===== config.mk =====
export PLATFORM = sky130hd
export DESIGN_NAME = step_rate_meter
export DESIGN_NICKNAME = d
export VERILOG_FILES = /design/src/rtl/step_rate_meter.sv
export SDC_FILE = /design/constraint.sdc
export NUM_CORES = 1
export LEC_CHECK = 0
export ABC_CLOCK_PERIOD_IN_PS = 8900
export BUFFER_PORTS_ARGS = -buffer_cell sky130_fd_sc_hd__buf_2
export CAP_MARGIN = 10
export CELL_PAD_IN_SITES_DETAIL_PLACEMENT = 0
export CELL_PAD_IN_SITES_GLOBAL_PLACEMENT = 1
export CORE_ASPECT_RATIO = 0.75
export CORE_MARGIN = 10
export CORE_UTILIZATION = 50
export CTS_CLUSTER_SIZE = 8
export DETAILED_ROUTE_END_ITERATION = 10
export PLACE_DENSITY = 0.91
export REMOVE_ABC_BUFFERS = 1
export SLEW_MARGIN = 0
export SYNTH_ARGS = -nofsm -noshare
export SYNTH_HDL_FRONTEND = slang
export SYNTH_SLANG_ARGS = --single-unit

===== constraint.sdc =====
create_clock -name clock -period 8.9 [get_ports clock]
set_clock_uncertainty 0.15 [all_clocks]
set_input_delay 0.445 -clock clock [delete_from_list [all_inputs] [get_ports clock]]
set_output_delay 0.445 -clock clock [all_outputs]
set_load 0.05 [all_outputs]

===== src/rtl/step_rate_meter.sv =====
// Measures the period of an external step pulse train and converts it to a speed
// word floor(K / period). Reports 0 and raises stalled when no edge arrives within K clocks.
//
// state  | meaning
// IDLE   | no reference edge yet; next rising edge arms the period counter
// ARMED  | counting clocks since the last edge; next edge captures a period
// DIVIDE | restoring divide K/period, one quotient bit per clock (first cycle may load a pending period)
// DONE   | publish quotient; continue with pending period or return to ARMED
module step_rate_meter #(
    parameter int SPEED_W  = 28,
    parameter int PERIOD_W = 28,
    parameter int K        = 5000000,
    parameter int SYNC     = 2
) (
    input  logic               clock,
    input  logic               reset,
    input  logic               stepIn,
    output logic [SPEED_W-1:0] speed,
    output logic               speedValid,
    output logic               stalled,
    output logic               busy
);

    localparam int IW = $clog2(PERIOD_W + 1);
    localparam logic [PERIOD_W-1:0] K_P     = PERIOD_W'(K);
    localparam logic [PERIOD_W-1:0] K_P1    = PERIOD_W'(K + 1);
    localparam logic [IW-1:0]       LAST_IT = IW'(PERIOD_W - 1);
    localparam logic [63:0]         SPD_MAX = (64'd1 << SPEED_W) - 64'd1;

    typedef enum logic [1:0] {IDLE, ARMED, DIVIDE, DONE} state_t;

    state_t              state_q, state_d;
    logic [SYNC-1:0]     sync_q, sync_d;
    logic                lvl_q, lvl_d;
    logic [PERIOD_W-1:0] cnt_q, cnt_d;
    logic [PERIOD_W-1:0] pend_q, pend_d;
    logic                pend_valid_q, pend_valid_d;
    logic                to_q, to_d;
    logic                load_q, load_d;
    logic [PERIOD_W-1:0] dvd_q, dvd_d;
    logic [PERIOD_W-1:0] rem_q, rem_d;
    logic [PERIOD_W-1:0] dsr_q, dsr_d;
    logic [IW-1:0]       iter_q, iter_d;
    logic [SPEED_W-1:0]  speed_q, speed_d;
    logic                speed_valid_q, speed_valid_d;
    logic                stalled_q, stalled_d;

    logic                step_edge, period_ok, to_now;
    logic [PERIOD_W:0]   rem_sh, diff;
    logic [63:0]         quot64;

    always_comb begin
        sync_d        = {sync_q[SYNC-2:0], stepIn};
        lvl_d         = sync_q[SYNC-1];
        step_edge     = sync_q[SYNC-1] & ~lvl_q;
        state_d       = state_q;
        cnt_d         = cnt_q;
        pend_d        = pend_q;
        pend_valid_d  = pend_valid_q;
        to_d          = to_q;
        load_d        = load_q;
        dvd_d         = dvd_q;
        rem_d         = rem_q;
        dsr_d         = dsr_q;
        iter_d        = iter_q;
        speed_d       = speed_q;
        speed_valid_d = 1'b0;
        stalled_d     = stalled_q;
        quot64        = 64'(dvd_q);

        // Counter restarts on every edge and parks at K+1; zero means no reference edge yet.
        if (step_edge)
            cnt_d = PERIOD_W'(1);
        else if (cnt_q != '0 && cnt_q != K_P1)
            cnt_d = cnt_q + PERIOD_W'(1);

        period_ok = step_edge && (cnt_q != '0) && (cnt_q <= K_P);
        to_now    = !step_edge && (cnt_q == K_P);

        rem_sh = {rem_q, dvd_q[PERIOD_W-1]};
        diff   = rem_sh - {1'b0, dsr_q};

        if ((state_q == DIVIDE || state_q == DONE) && to_now)
            to_d = 1'b1;
        if (period_ok && (state_q == DONE || (state_q == DIVIDE && !load_q))) begin
            pend_d       = cnt_q;
            pend_valid_d = 1'b1;
        end

        case (state_q)
            IDLE: begin
                if (step_edge)
                    state_d = ARMED;
            end
            ARMED: begin
                if (to_q || to_now) begin
                    speed_d       = '0;
                    speed_valid_d = 1'b1;
                    stalled_d     = 1'b1;
                    to_d          = 1'b0;
                    pend_valid_d  = 1'b0;
                    if (!step_edge && (to_now || cnt_q == K_P1))
                        state_d = IDLE;
                end else if (period_ok) begin
                    dvd_d   = K_P;
                    rem_d   = '0;
                    dsr_d   = cnt_q;
                    iter_d  = '0;
                    state_d = DIVIDE;
                end
            end
            DIVIDE: begin
                if (load_q) begin
                    dvd_d        = K_P;
                    rem_d        = '0;
                    dsr_d        = period_ok ? cnt_q : pend_q;
                    iter_d       = '0;
                    pend_valid_d = 1'b0;
                    load_d       = 1'b0;
                end else begin
                    rem_d  = diff[PERIOD_W] ? rem_sh[PERIOD_W-1:0] : diff[PERIOD_W-1:0];
                    dvd_d  = {dvd_q[PERIOD_W-2:0], ~diff[PERIOD_W]};
                    iter_d = iter_q + IW'(1);
                    if (iter_q == LAST_IT)
                        state_d = DONE;
                end
            end
            DONE: begin
                speed_d       = (quot64 > SPD_MAX) ? SPEED_W'(SPD_MAX) : SPEED_W'(quot64);
                speed_valid_d = 1'b1;
                stalled_d     = 1'b0;
                // An owed timeout is published from ARMED before any pending period.
                if (to_d)
                    state_d = ARMED;
                else if (pend_valid_q || period_ok) begin
                    state_d = DIVIDE;
                    load_d  = 1'b1;
                end else
                    state_d = ARMED;
            end
            default: state_d = IDLE;
        endcase
    end

    always_ff @(posedge clock or posedge reset) begin
        if (reset) begin
            state_q       <= IDLE;
            sync_q        <= '0;
            lvl_q         <= 1'b0;
            cnt_q         <= '0;
            pend_q        <= '0;
            pend_valid_q  <= 1'b0;
            to_q          <= 1'b0;
            load_q        <= 1'b0;
            dvd_q         <= '0;
            rem_q         <= '0;
            dsr_q         <= '0;
            iter_q        <= '0;
            speed_q       <= '0;
            speed_valid_q <= 1'b0;
            stalled_q     <= 1'b1;
        end else begin
            state_q       <= state_d;
            sync_q        <= sync_d;
            lvl_q         <= lvl_d;
            cnt_q         <= cnt_d;
            pend_q        <= pend_d;
            pend_valid_q  <= pend_valid_d;
            to_q          <= to_d;
            load_q        <= load_d;
            dvd_q         <= dvd_d;
            rem_q         <= rem_d;
            dsr_q         <= dsr_d;
            iter_q        <= iter_d;
            speed_q       <= speed_d;
            speed_valid_q <= speed_valid_d;
            stalled_q     <= stalled_d;
        end
    end

    assign speed      = speed_q;
    assign speedValid = speed_valid_q;
    assign stalled    = stalled_q;
    assign busy       = (state_q == DIVIDE) || (state_q == DONE);

endmodule

# Word-level counts from Yosys, hierarchy flattened
# Index checks and enable logic that the tools add are counted.
# totals
rom_bits	0
inputBits	3
regBits	183
ramBits	0
latchBits	0
wordCells	111
out_inout_bits	31
n_memories	0
# classes
order_cmp	1
n_mul	0
n_shift	0
add_sub_neg	3
n_bitwise	3
n_mux	45
n_eq_ne	18
n_reduce_logical	26
div	0
# op_table
operator	count
$mux 28	14
$pmux 28 s2	4
$eq 28x23->1 const B	2
$sub 29x28->29	1
$add 28x1->28 const B	1
$le 28x23->1 const B	1
$ne 28x23->1 const B	1
$reduce_bool 28->1	1
$mux 2	8
$mux 5	3
$ne 2x2->1 const B	7
$mux 1	10
$pmux 5 s2	1
$logic_and 1x1->1	8
$pmux 1 s2	4
$pmux 2 s4	1
$reduce_bool 2->1	4
$ne 3x3->1 const B	2
$reduce_and 3->1	2
$add 5x1->5 const B	1
$eq 5x5->1 const B	1
$logic_or 1x1->1	5
$reduce_and 5->1	1
$eq 2x2->1 const B	2
other kinds (8)	11

# Logic depth before layout (Yosys ltp)
# depth
word_depth	9
depth_mapped	13
depth_no_buf	11

# Worst setup path before layout
# OpenSTA, ideal clock, no wires.
# synth_path
path_type	reg-to-reg
start	reg rem_q[14]
end	reg rem_q[10]
required_time_ns	8.618
path_stages_with_launch	11
period_less_slack_ns	3.064
arrival_time_ns	2.782
n_path_buf	1
setup_slack_ns	5.836
setup_ns	0.132
cell_sequence	dfrtp_1 -> ha_1 -> a21oi_1 -> o21ai_0 -> or3_1 -> o2111a_1 -> o2111a_1 -> a211oi_4 -> buf_6 -> mux2i_1 -> o21ai_1
# synth_between
elab_chain_len	4
# synth_rtl
element	line	text
start, declared	41	logic [PERIOD_W-1:0] rem_q, rem_d;
start signal, assigned	172	rem_q <= rem_d;
$sub 29x28->29	81	diff = rem_sh - {1'b0, dsr_q};
$mux 28	121	rem_d = diff[PERIOD_W] ? rem_sh[PERIOD_W-1:0] : diff[PERIOD_W-1:0];
$mux 28	113	if (load_q) begin
$pmux 28 s2	90	case (state_q)
# No other way between the ends.
# A chain may end at the register's enable or synchronous reset.

# Worst setup path after layout
# layout_path
start	reg cnt_q[25]
end	reg rem_q[24]
# layout_between
elab_chain_len	5
elab_cells_between_ends	10
classes_between	1 x order compare; 3 x eq/ne; 6 x reduce/logical
# layout_rtl
element	line	text
start, declared	35	logic [PERIOD_W-1:0] cnt_q, cnt_d;
start signal, assigned	166	cnt_q <= cnt_d;
parallel branches: the longest is 4 deep, another holds $le 28x23->1	--	
$reduce_and 3->1 (no line) (*)	--	
# Mark *: on every way between the ends.

==> metrics.md <==
| Metric | Value |
|---|---|
| Status | `complete, no violations` |
| Hold Crit Class | `in2async` |
| CP Capture Type | `flop` |
| Most common cell after layout, fill and taps aside | `dfrtp_1` |
| Hold Vio Cnt, Final | `0` |
| Post-Layout Cell Count | `1274` |
| DR vias/cell | `5.537` |
| Syn Area/Cell | `9.727 um2` |
| Worst-path cell chain | `or4_4 -> nor4_4 -> nand2_2 -> nor2_1 -> o32a_4 -> buf_4 -> nor2_1 -> and3_1 -> a221o_1` |
| Drt first-iter violations | `630` |
| Top delay family on crit path | `simple AND/OR/NAND/NOR gates` |
| Post-synth EDFFs | `0` |
| Cell mode on critical path | `nor2_1` |
| Total Neg Setup Slack | `0 ns` |
| Row Count | `44` |
| CORE AREA | `19270 um2` |
| Crit path to | `rem_q[24]` |
| Via count | `7054` |
| Worst EP required | `9.07 ns` |
| Post-DP HPWL | `14400 um` |
| Mux contribution to synthesized area | `0.08121` |
| Gpl congestion | `0.8387` |
| R2R depth | `9` |
| Max Clk Rate | `255.1 MHz` |
| Filler cell count | `1692` |
| CP Max Fanout | `72` |
| Hold_buf cts | `1` |
| Adder-Cell Fraction of Synth Area | `0.04832` |
| Final worst setup slack | `4.979 ns` |
| Die Y | `140.9 um` |
| Main area contributors after synthesis | `dfrtp_1 47%, mux2i_1 5.3%, nand2_1 4.9%` |
| Sequential share of the synthesized area | `0.4704` |
| Fin crit period | `3.921 ns` |
| Starting Density | `0.5053` |
| Final setup fails | `0` |
| DR pass1 iterations | `5` |
| Dpl cells | `1241` |
| Final worst path period share | `0.4405` |
| Ant. Diodes | `0` |
| Post-cts sizing count | `0` |
| Cts bufs inserted | `17` |
| Final wirelength | `20730 um` |
| Dpl ws | `5.021 ns` |
| Post-synth top area cell | `dfrtp_1` |
| YS warnings | `0` |
| H-Tree Depth | `4` |
| Number of library cell types mapped by synthesis | `70` |
| Initial antenna violation count | `0` |
| Instance count on the critical path | `9` |
| Die area | `25510 um2` |
| Slowest-stage cell, CP | `buf_4` |
| Vias in the first global route | `6678` |
| RSZ-0062 raised after global routing | `no` |
| Post-synthesis xor/xnor area fraction | `0.03958` |
| Worst setup SP type | `flop` |
| Worst skew pair latency | `0.44 ns` |
| R2r startpoint | `cnt_q[25]` |
| Total global routing overflow | `0` |
| R2r setup slk | `4.98 ns` |
| Most frequent cells in the layout | `182 x dfrtp_1, 126 x nand2_1, 76 x o21ai_0, 66 x nor2_1` |
| Post-synthesis compound-gate area fraction | `0.1595` |
| Routed WL per cell | `16.27 um` |
| Crit Path Class | `reg2reg` |
| First-pass GRT wire length | `35220 um` |
| Post-route DRC violation count | `0` |
| Bufs on Longest Clock Path | `2` |
| Syn-to-layout area delta | `9.252%` |
| Ys flop type | `dfrtp_1` |
| CTS tree | `yes` |
| Post-CTS setup buffers | `0` |
| Max-Cap Viols | `0` |
| RR Endpoint | `rem_q[24]` |
| FFs w/ async S/R, synth | `1.000` |
| Share of layout cells above drive strength 1 | `0.1146` |
| WP buf/inv | `1` |
| CP max stage delay | `0.61 ns` |
| Tot GR Track Use | `0.1660` |
| Slew Limit Fails | `0` |
| Synth Area in Simple Gates | `0.1524` |
| Crit path launch | `cnt_q[25]` |
| Sink Count | `183` |
| Syn Inst Count | `1001` |
| Share of the synthesized area in the top cell type | `0.4677` |
| Final nets | `1048` |
| IO Count | `34` |
| Largest net degree at the start of global routing | `110` |
| Seq cells post-synth | `183` |
| Final ANT Viol Nets | `0` |
| Worst Max-Slew Pin Slew | `1.095 ns` |
| Slew HR | `0.2697` |
| Largest family of logic cells by synthesized area | `compound AO/OA/AOI/OAI gates` |
| Die width | `181.1 um` |
| PortBufs | `33` |
| CTS root buffer | `clkbuf_16` |
| Arr. time, crit path | `4.09 ns` |
| Register clock-pin slew on the reported worst setup and hold paths | `0.07 ns` |
| Synth Cell Area | `9737 um2` |
-- how the worst min path moves through the flow --
| stage | slack [ns] | end | startpoint | cells past startpoint |
|---|---|---|---|---|
| floorplan | 0.18 | sync_q[1] | sync_q[0] | 0 |
| global placement | 0.19 | sync_q[1] | sync_q[0] | 0 |
| detailed placement | 0.19 | sync_q[1] | sync_q[0] | 0 |
| CTS | 0.09 | state_q[0] | reset | 2 |
| global route | 0.12 | dvd_q[11] | reset | 2 |
| finish | 0.05 | speed[11] | reset | 2 |
-- through the flow --
step                hold WS, ns  cell area, um2    util
floorplan                0.1812            9463       -
global placement         0.1872           10030  0.5208
detailed placement       0.1918           10030  0.5208
CTS                     0.09130           10640  0.5521
global route             0.1217           10640  0.5521
finish                  0.05019           10640  0.5521
-- per-layer routing --
layer | vias up | wire (um) | global-route usage
li1 | 3518 | - | -
met1 | 3416 | 11200 | 0.2536
met2 | 109 | 8505 | 0.2272
met3 | 11 | 899 | 0.04169
met4 | 0 | 120 | 0.03887
met5 | - | 0 | 0
-- flip-flops by register name, indices dropped and copies added (netlist names), 2 cells and up --
signal / cells
cnt_q: 28
dsr_q: 28
dvd_q: 28
pend_q: 28
rem_q: 28
speed: 28
iter_q: 5
state_q: 2
sync_q: 2
-- Yosys cell counts (4+ instances only) --
cell type and instances:
a211oi_1 4, a21o_1 9, a21oi_1 42, a22o_1 30, a31oi_1 5, and2_1 6
and3_1 10, buf_2 24, buf_4 4, clkbuf_1 23, dfrtp_1 182, ha_1 36
inv_1 53, mux2_2 24, mux2i_1 52, nand2_1 126, nand2b_1 7, nand3_1 28
nand4_1 6, nor2_1 66, nor2b_1 12, nor3_1 23, o211ai_1 8, o21a_1 4
o21ai_0 77, o21ai_1 19, o31ai_1 11, or3_1 6, xnor2_1 23, xor2_1 21
-- layout make-up --
class | count | area, um2 | share of cell area
multi-input cells | 710 | 4701 | 0.4419
inverters | 53 | 203.9 | 0.01917
repair buffers | 43 | 242.7 | 0.02282
clock buffers | 22 | 484.2 | 0.04552
flip-flops and latches | 183 | 4581 | 0.4306
well taps | 253 | 316.6 | 0.02976
clock inverters | 10 | 108.9 | 0.01023
-- cell families after synthesis --
logic type | Yosys count
fa+ha+maj | 37
mux | 76
flops | 183
compound gates | 240
xor+xnor | 44
buf+inv | 108
simple gates | 313
Power is left out: the tool's default activity adds up to more than one toggle a clock period on the data nets, which glitch-free logic cannot reach.
